<file path="config.mk">
export PLATFORM = sky130hd
export DESIGN_NAME = his_lut_ctrl
export DESIGN_NICKNAME = d
export VERILOG_FILES = /design/src/rtl/his_lut_ctrl.sv
export SDC_FILE = /design/constraint.sdc
export NUM_CORES = 1
export LEC_CHECK = 0
export CORE_MARGIN = 10
export CORE_UTILIZATION = 35
export CTS_CLUSTER_DIAMETER = 150
export CTS_CLUSTER_SIZE = 10
export DETAILED_ROUTE_END_ITERATION = 6
export SYNTH_ARGS = -nofsm -noshare
export SYNTH_HDL_FRONTEND = slang
export SYNTH_SLANG_ARGS = --single-unit
</file>
<file path="constraint.sdc">
create_clock -name clk -period 3.3 [get_ports clk]
set_input_delay 0.33 -clock clk [delete_from_list [all_inputs] [get_ports clk]]
set_output_delay 0.33 -clock clk [all_outputs]
set_load 0.02 [all_outputs]
</file>
<file path="src/rtl/his_lut_ctrl.sv">
// Histogram-equalisation LUT builder: turns a {N, cdf[0..2^V-1]} stream into LUT writes
// and ping-pongs the LUT bank on vs_in. Optional bypass_in port: define HIS_LUT_BYPASS_EN.
module his_lut_ctrl #(
    parameter int C_DATA_WIDTH  = 32,
    parameter int C_VDATA_WIDTH = 8
) (
    input  logic                     clk,
    input  logic                     reset,
    input  logic                     vs_in,
    input  logic                     his_valid,
    output logic                     his_ready,
    input  logic [C_DATA_WIDTH-1:0]  his_data,
`ifdef HIS_LUT_BYPASS_EN
    input  logic                     bypass_in,
`endif
    output logic                     lut_we,
    output logic [C_VDATA_WIDTH-1:0] lut_waddr,
    output logic [C_VDATA_WIDTH-1:0] lut_wdata,
    output logic                     lut_bank,
    output logic                     disp_bank,
    output logic                     busy,
    output logic                     lut_done,
    output logic                     err_overrun
);

    localparam int DW = C_DATA_WIDTH;
    localparam int VW = C_VDATA_WIDTH;
    localparam int PW = DW + VW;
    localparam int CW = $clog2(VW) + 1;
    localparam logic [VW-1:0] BIN_LAST = {VW{1'b1}};
    localparam logic [CW-1:0] DIV_LAST = CW'(VW - 1);

    typedef enum logic [2:0] {
        ST_IDLE,
        ST_GET_BIN,
        ST_DIV,
        ST_WRITE,
        ST_DONE
    } state_t;

    state_t        state_q, state_d;
    logic [VW-1:0] bin_q, bin_d;
    logic [DW-1:0] n_q, n_d;
    logic [DW-1:0] cdf_q, cdf_d;
    logic [DW-1:0] rem_q, rem_d;
    logic [VW-1:0] sh_q, sh_d;
    logic [VW-1:0] quot_q, quot_d;
    logic [VW-1:0] wdata_q, wdata_d;
    logic [CW-1:0] cnt_q, cnt_d;
    logic          vs_q, vs_d;
    logic          disp_q, disp_d;
    logic          pend_q, pend_d;
    logic          err_q, err_d;

    logic          bypass_req;
`ifdef HIS_LUT_BYPASS_EN
    assign bypass_req = bypass_in;
`else
    assign bypass_req = 1'b0;
`endif

    logic [PW-1:0] data_ext;
    logic [PW-1:0] prod;
    logic [DW:0]   trial;
    logic          q_bit;
    logic [DW-1:0] rem_next;
    logic [VW-1:0] quot_next;
    logic          vs_rise;
    logic          busy_w;

    // cdf*(2^V-1) as a shift and subtract; the top DW bits start the division
    // because cdf<N guarantees they are already below N.
    always_comb begin
        data_ext  = PW'(his_data);
        prod      = (data_ext << VW) - data_ext;
        trial     = {rem_q, sh_q[VW-1]};
        q_bit     = (trial >= {1'b0, n_q});
        rem_next  = q_bit ? (trial[DW-1:0] - n_q) : trial[DW-1:0];
        quot_next = {quot_q[VW-2:0], q_bit};
        vs_rise   = vs_in & ~vs_q;
        busy_w    = (state_q != ST_IDLE);
    end

    always_comb begin
        state_d = state_q;
        bin_d   = bin_q;
        n_d     = n_q;
        cdf_d   = cdf_q;
        rem_d   = rem_q;
        sh_d    = sh_q;
        quot_d  = quot_q;
        wdata_d = wdata_q;
        cnt_d   = cnt_q;
        vs_d    = vs_in;
        disp_d  = disp_q;
        pend_d  = pend_q;
        err_d   = err_q;

        case (state_q)
            ST_IDLE: begin
                if (his_valid) begin
                    n_d     = his_data;
                    bin_d   = '0;
                    state_d = ST_GET_BIN;
                end
            end
            ST_GET_BIN: begin
                if (his_valid) begin
                    cdf_d = his_data;
                    if (bypass_req) begin
                        wdata_d = bin_q;
                        state_d = ST_WRITE;
                    end else begin
                        rem_d   = prod[PW-1:VW];
                        sh_d    = prod[VW-1:0];
                        quot_d  = '0;
                        cnt_d   = '0;
                        state_d = ST_DIV;
                    end
                end
            end
            ST_DIV: begin
                rem_d  = rem_next;
                sh_d   = sh_q << 1;
                quot_d = quot_next;
                cnt_d  = cnt_q + CW'(1);
                // Special cases still run the full divider length so timing is fixed.
                if (cnt_q == DIV_LAST) begin
                    if (n_q == '0) begin
                        wdata_d = bin_q;
                    end else if (cdf_q >= n_q) begin
                        wdata_d = '1;
                    end else begin
                        wdata_d = quot_next;
                    end
                    state_d = ST_WRITE;
                end
            end
            ST_WRITE: begin
                if (bin_q == BIN_LAST) begin
                    state_d = ST_DONE;
                end else begin
                    bin_d   = bin_q + VW'(1);
                    state_d = ST_GET_BIN;
                end
            end
            ST_DONE: begin
                pend_d  = 1'b1;
                state_d = ST_IDLE;
            end
            default: begin
                state_d = ST_IDLE;
            end
        endcase

        // An edge during DONE counts as busy, so the fresh LUT waits for a later edge.
        if (vs_rise) begin
            if (busy_w) begin
                err_d = 1'b1;
            end else if (pend_q) begin
                disp_d = ~disp_q;
                pend_d = 1'b0;
            end
        end
    end

    always_ff @(posedge clk) begin
        if (reset) begin
            state_q <= ST_IDLE;
            bin_q   <= '0;
            n_q     <= '0;
            cdf_q   <= '0;
            rem_q   <= '0;
            sh_q    <= '0;
            quot_q  <= '0;
            wdata_q <= '0;
            cnt_q   <= '0;
            vs_q    <= 1'b0;
            disp_q  <= 1'b0;
            pend_q  <= 1'b0;
            err_q   <= 1'b0;
        end else begin
            state_q <= state_d;
            bin_q   <= bin_d;
            n_q     <= n_d;
            cdf_q   <= cdf_d;
            rem_q   <= rem_d;
            sh_q    <= sh_d;
            quot_q  <= quot_d;
            wdata_q <= wdata_d;
            cnt_q   <= cnt_d;
            vs_q    <= vs_d;
            disp_q  <= disp_d;
            pend_q  <= pend_d;
            err_q   <= err_d;
        end
    end

    always_comb begin
        his_ready   = (state_q == ST_IDLE) || (state_q == ST_GET_BIN);
        busy        = busy_w;
        lut_we      = (state_q == ST_WRITE);
        lut_waddr   = bin_q;
        lut_wdata   = wdata_q;
        lut_done    = (state_q == ST_DONE);
        disp_bank   = disp_q;
        lut_bank    = ~disp_q;
        err_overrun = err_q;
    end

endmodule

</file>
==> metrics.cfg <==
[status]
status=finished, final reports clean

[critical_path]
cpLargestDelayFamily=compound AO/OA/AOI/OAI gates
critPathBufInv=2
critPathCaptureType=flip-flop
critical_path.max_stage_delay_ns=0.43
start_kind=flip-flop
critPathSlowestCell=ha_1
critical_path_class=reg -> reg
rr_startpoint=n_q[20]
worstPathArrival_ns=3.48
required_ns=3.57
worstPathMaxFanout=21
critical_path.startpoint=n_q[20]
path_cells=inv_1, ha_1, nand4_1, nor3_2, a21boi_0, o41a_1, nor2_1, o211ai_4, buf_12, mux2i_1, a211oi_1

[pwr]
ir_drop_mv=0.388
power_leakage_nw=5.24
pwr-share-seq_pct=25.6
power.net_switching_mw=3.00
pwr-share-comb_pct=48.3
clkPwrFrac_pct=26.1
p_per_area_mw_per_mm2=580
intPower_mw=4.40
p_sw_share_pct=40.6
total_power_mw=7.40

[yosys]
ys_ff_latch=138
async_flop_share_pct=0
synthFlopType=dfxtp_1
synth.cell_area_mm2=0.0100
post-synth-top-count-cell=nand2_1
avgSynthCellArea_um2=7.33
synth_edf_count=0
synthesis.nets=1493
ys_warn_count=0
synthTopCellsByArea=dfxtp_1 (28%), ha_1 (11%), nand2_1 (8.6%)
ys_seq_area_share_pct=27.6
yosysTopAreaCell=dfxtp_1
ys_types=73
yosysTopAreaCellShare_pct=27.6
synthCells=1365
synth_common_cells=nand2_1 (230), a21oi_1 (162), dfxtp_1 (138)

[clock_network]
cts_tree=built
cts.hold.buffers_added=0
clock-sinks=138
cts_buffers=17
clockRootBuffer=clkbuf_16
path_clk_slew_ns=0.07
htree_levels=4
post-cts-setup-buffer-count=0
cts_buffer_depth=2
clock_latency_ns=0.44

[grt]
busiest_layer=met2
grt.met3_usage_pct=1.97
overflow=0
gr-usage-all-layers_pct=18.1
grt_start_max_net_pins=98
grt_pass1_vias=9921
antenna_found_initial=0
met2_usage_pct=27.9
grt_use_met1_pct=26.1
grt_pass1_wl_um=53100

[sta]
finClkSkew_ns=0.0108
setup_viol=0
min_period_over_period_pct=97.2
worstMarginPinSlew_ns=1.16
setup_ws_ns=0.0917
timing.hold.ws_ns=0.252
max_slew_margin_pct=22.4
finalHoldViolations=0
post-route-min-period_ns=3.21
slew_viol_final=0
fmax_mhz=312

[placed_design]
placed_cell_area_mm2=0.0121
pre_cts_slack_ns=-0.253
hpwlAfterDp_um=26100
gp_congestion=0.888
port_buffers=58

[floorplan]
dieWidth_um=189
rows=61
initial_core_util_pct=35.7
die_y_um=189
core_area_mm2=0.0280
ioPinCount=59
die_area_mm2=0.0358

[drt]
ant_nets=0
vias_per_cell=5.44
wirelength_um=33500
initialDrtViolationCount=836
routedWlPerCell_um=17.4
first_pass_iters=5
drc=0
via_count=10500

[layout]
antenna_cells=0
nets=1661
final_area_mm2=0.0128
synthToLayoutAreaGrowth_pct=27.4
drive_gt1_share_pct=14.9
final_util_pct=45.5

[hold_path]
hold_path.class=in -> reg
worstHoldStart=reset

[flow_run]
max-cap-violations=0

[flip-flops by register name (all words and copies together) (netlist names), named ones only]
| name | count |
|---|---|
| lut_waddr | 8 |
| rem_q | 32 |
| sh_q | 8 |
| lut_wdata | 8 |
| cdf_q | 32 |
| vs_q | 1 |
| n_q | 32 |
| err_overrun | 1 |
| disp_bank | 1 |
| quot_q | 7 |
| state_q | 3 |
| cnt_q | 4 |
[final cells by class]
class                   instances  area, um2
inverters                      93        349
multi-input cells            1062       6710
clock inverters                15        161
repair buffers                221       1870
clock buffers                  17        425
flip-flops and latches        138       2760
well taps                     378        473
fillers                      2843      15300
[through the flow]
stage	std cells	setup TNS, ns
4_1_cts	1923	0
5_1_grt	1924	-0.123
3_5_place_dp	1891	-2.27
2_1_floorplan	1365	0
6_report	1924	0
3_3_place_gp	1891	-1.45
[cells by family (layout without fill, tap and decap cells)]
| family | after synthesis | after routing | synth area share (%) |
|---|---|---|---|
| AND/OR/NAND/NOR | 480 | 480 | 21.1 |
| multiplexers | 15 | 15 | 1.51 |
| buffers and inverters | 165 | 346 | 6.30 |
| flip-flops | 138 | 138 | 27.6 |
| XOR/XNOR | 58 | 58 | 5.07 |
| adder cells (fa/ha/maj) | 92 | 92 | 11.6 |
| AO/OA/AOI/OAI | 417 | 417 | 26.8 |
[path summary, 6_finish.rpt]
check                  to  slack, ns  cells past startpoint
max reg2reg     rem_q[20]       0.09                     11
max             rem_q[20]       0.09                     11
min reg2reg       sh_q[4]       0.46                      2
min          lut_waddr[0]       0.25                      2
[power by group through the flow]
stage	registers (mW)	logic [mW]	clock network, mW
global route	1.91	3.88	2.01
floorplan	1.90	2.22	0
CTS	1.89	3.42	1.95
finish	1.90	3.58	1.93
global placement	1.93	3.39	0
detailed placement	1.93	3.39	0
[placed cells by master (no fill, tap or decap), types with 13 or more instances in the layout]
cell type,Yosys,layout
clkdlybuf4s50_1,0,57
ha_1,91,87
a22oi_1,13,13
a21oi_1,162,162
xor2_1,23,23
nor3_1,32,31
o21ai_0,65,63
nor2_1,106,106
xnor2_1,35,35
o21a_1,13,13
nand4_1,22,22
buf_4,0,159
a211oi_1,24,21
inv_1,91,91
nor4_1,17,17
nand3_1,27,26
a21o_1,19,19
clkbuf_16,0,18
dfxtp_1,138,138
mux2i_1,14,14
nand2_1,230,230
[timing repair]
item,4_1_cts,5_1_grt
gates cloned,0,1
endpoints found under the hold margin,0,0
endpoints found under the setup margin,1,31
gates resized for setup,1,23
pin swaps,0,5
[layer usage]
metal / part of all wire [%] / wire length (um) / up-vias
met5: 0 / 0 / -
met4: 1.5 / 512 / 0
met3: 4.8 / 1600 / 37
met2: 44 / 14700 / 281
met1: 50 / 16800 / 4922
li1: - / - / 5229
(Power assumes the default switching activity.)
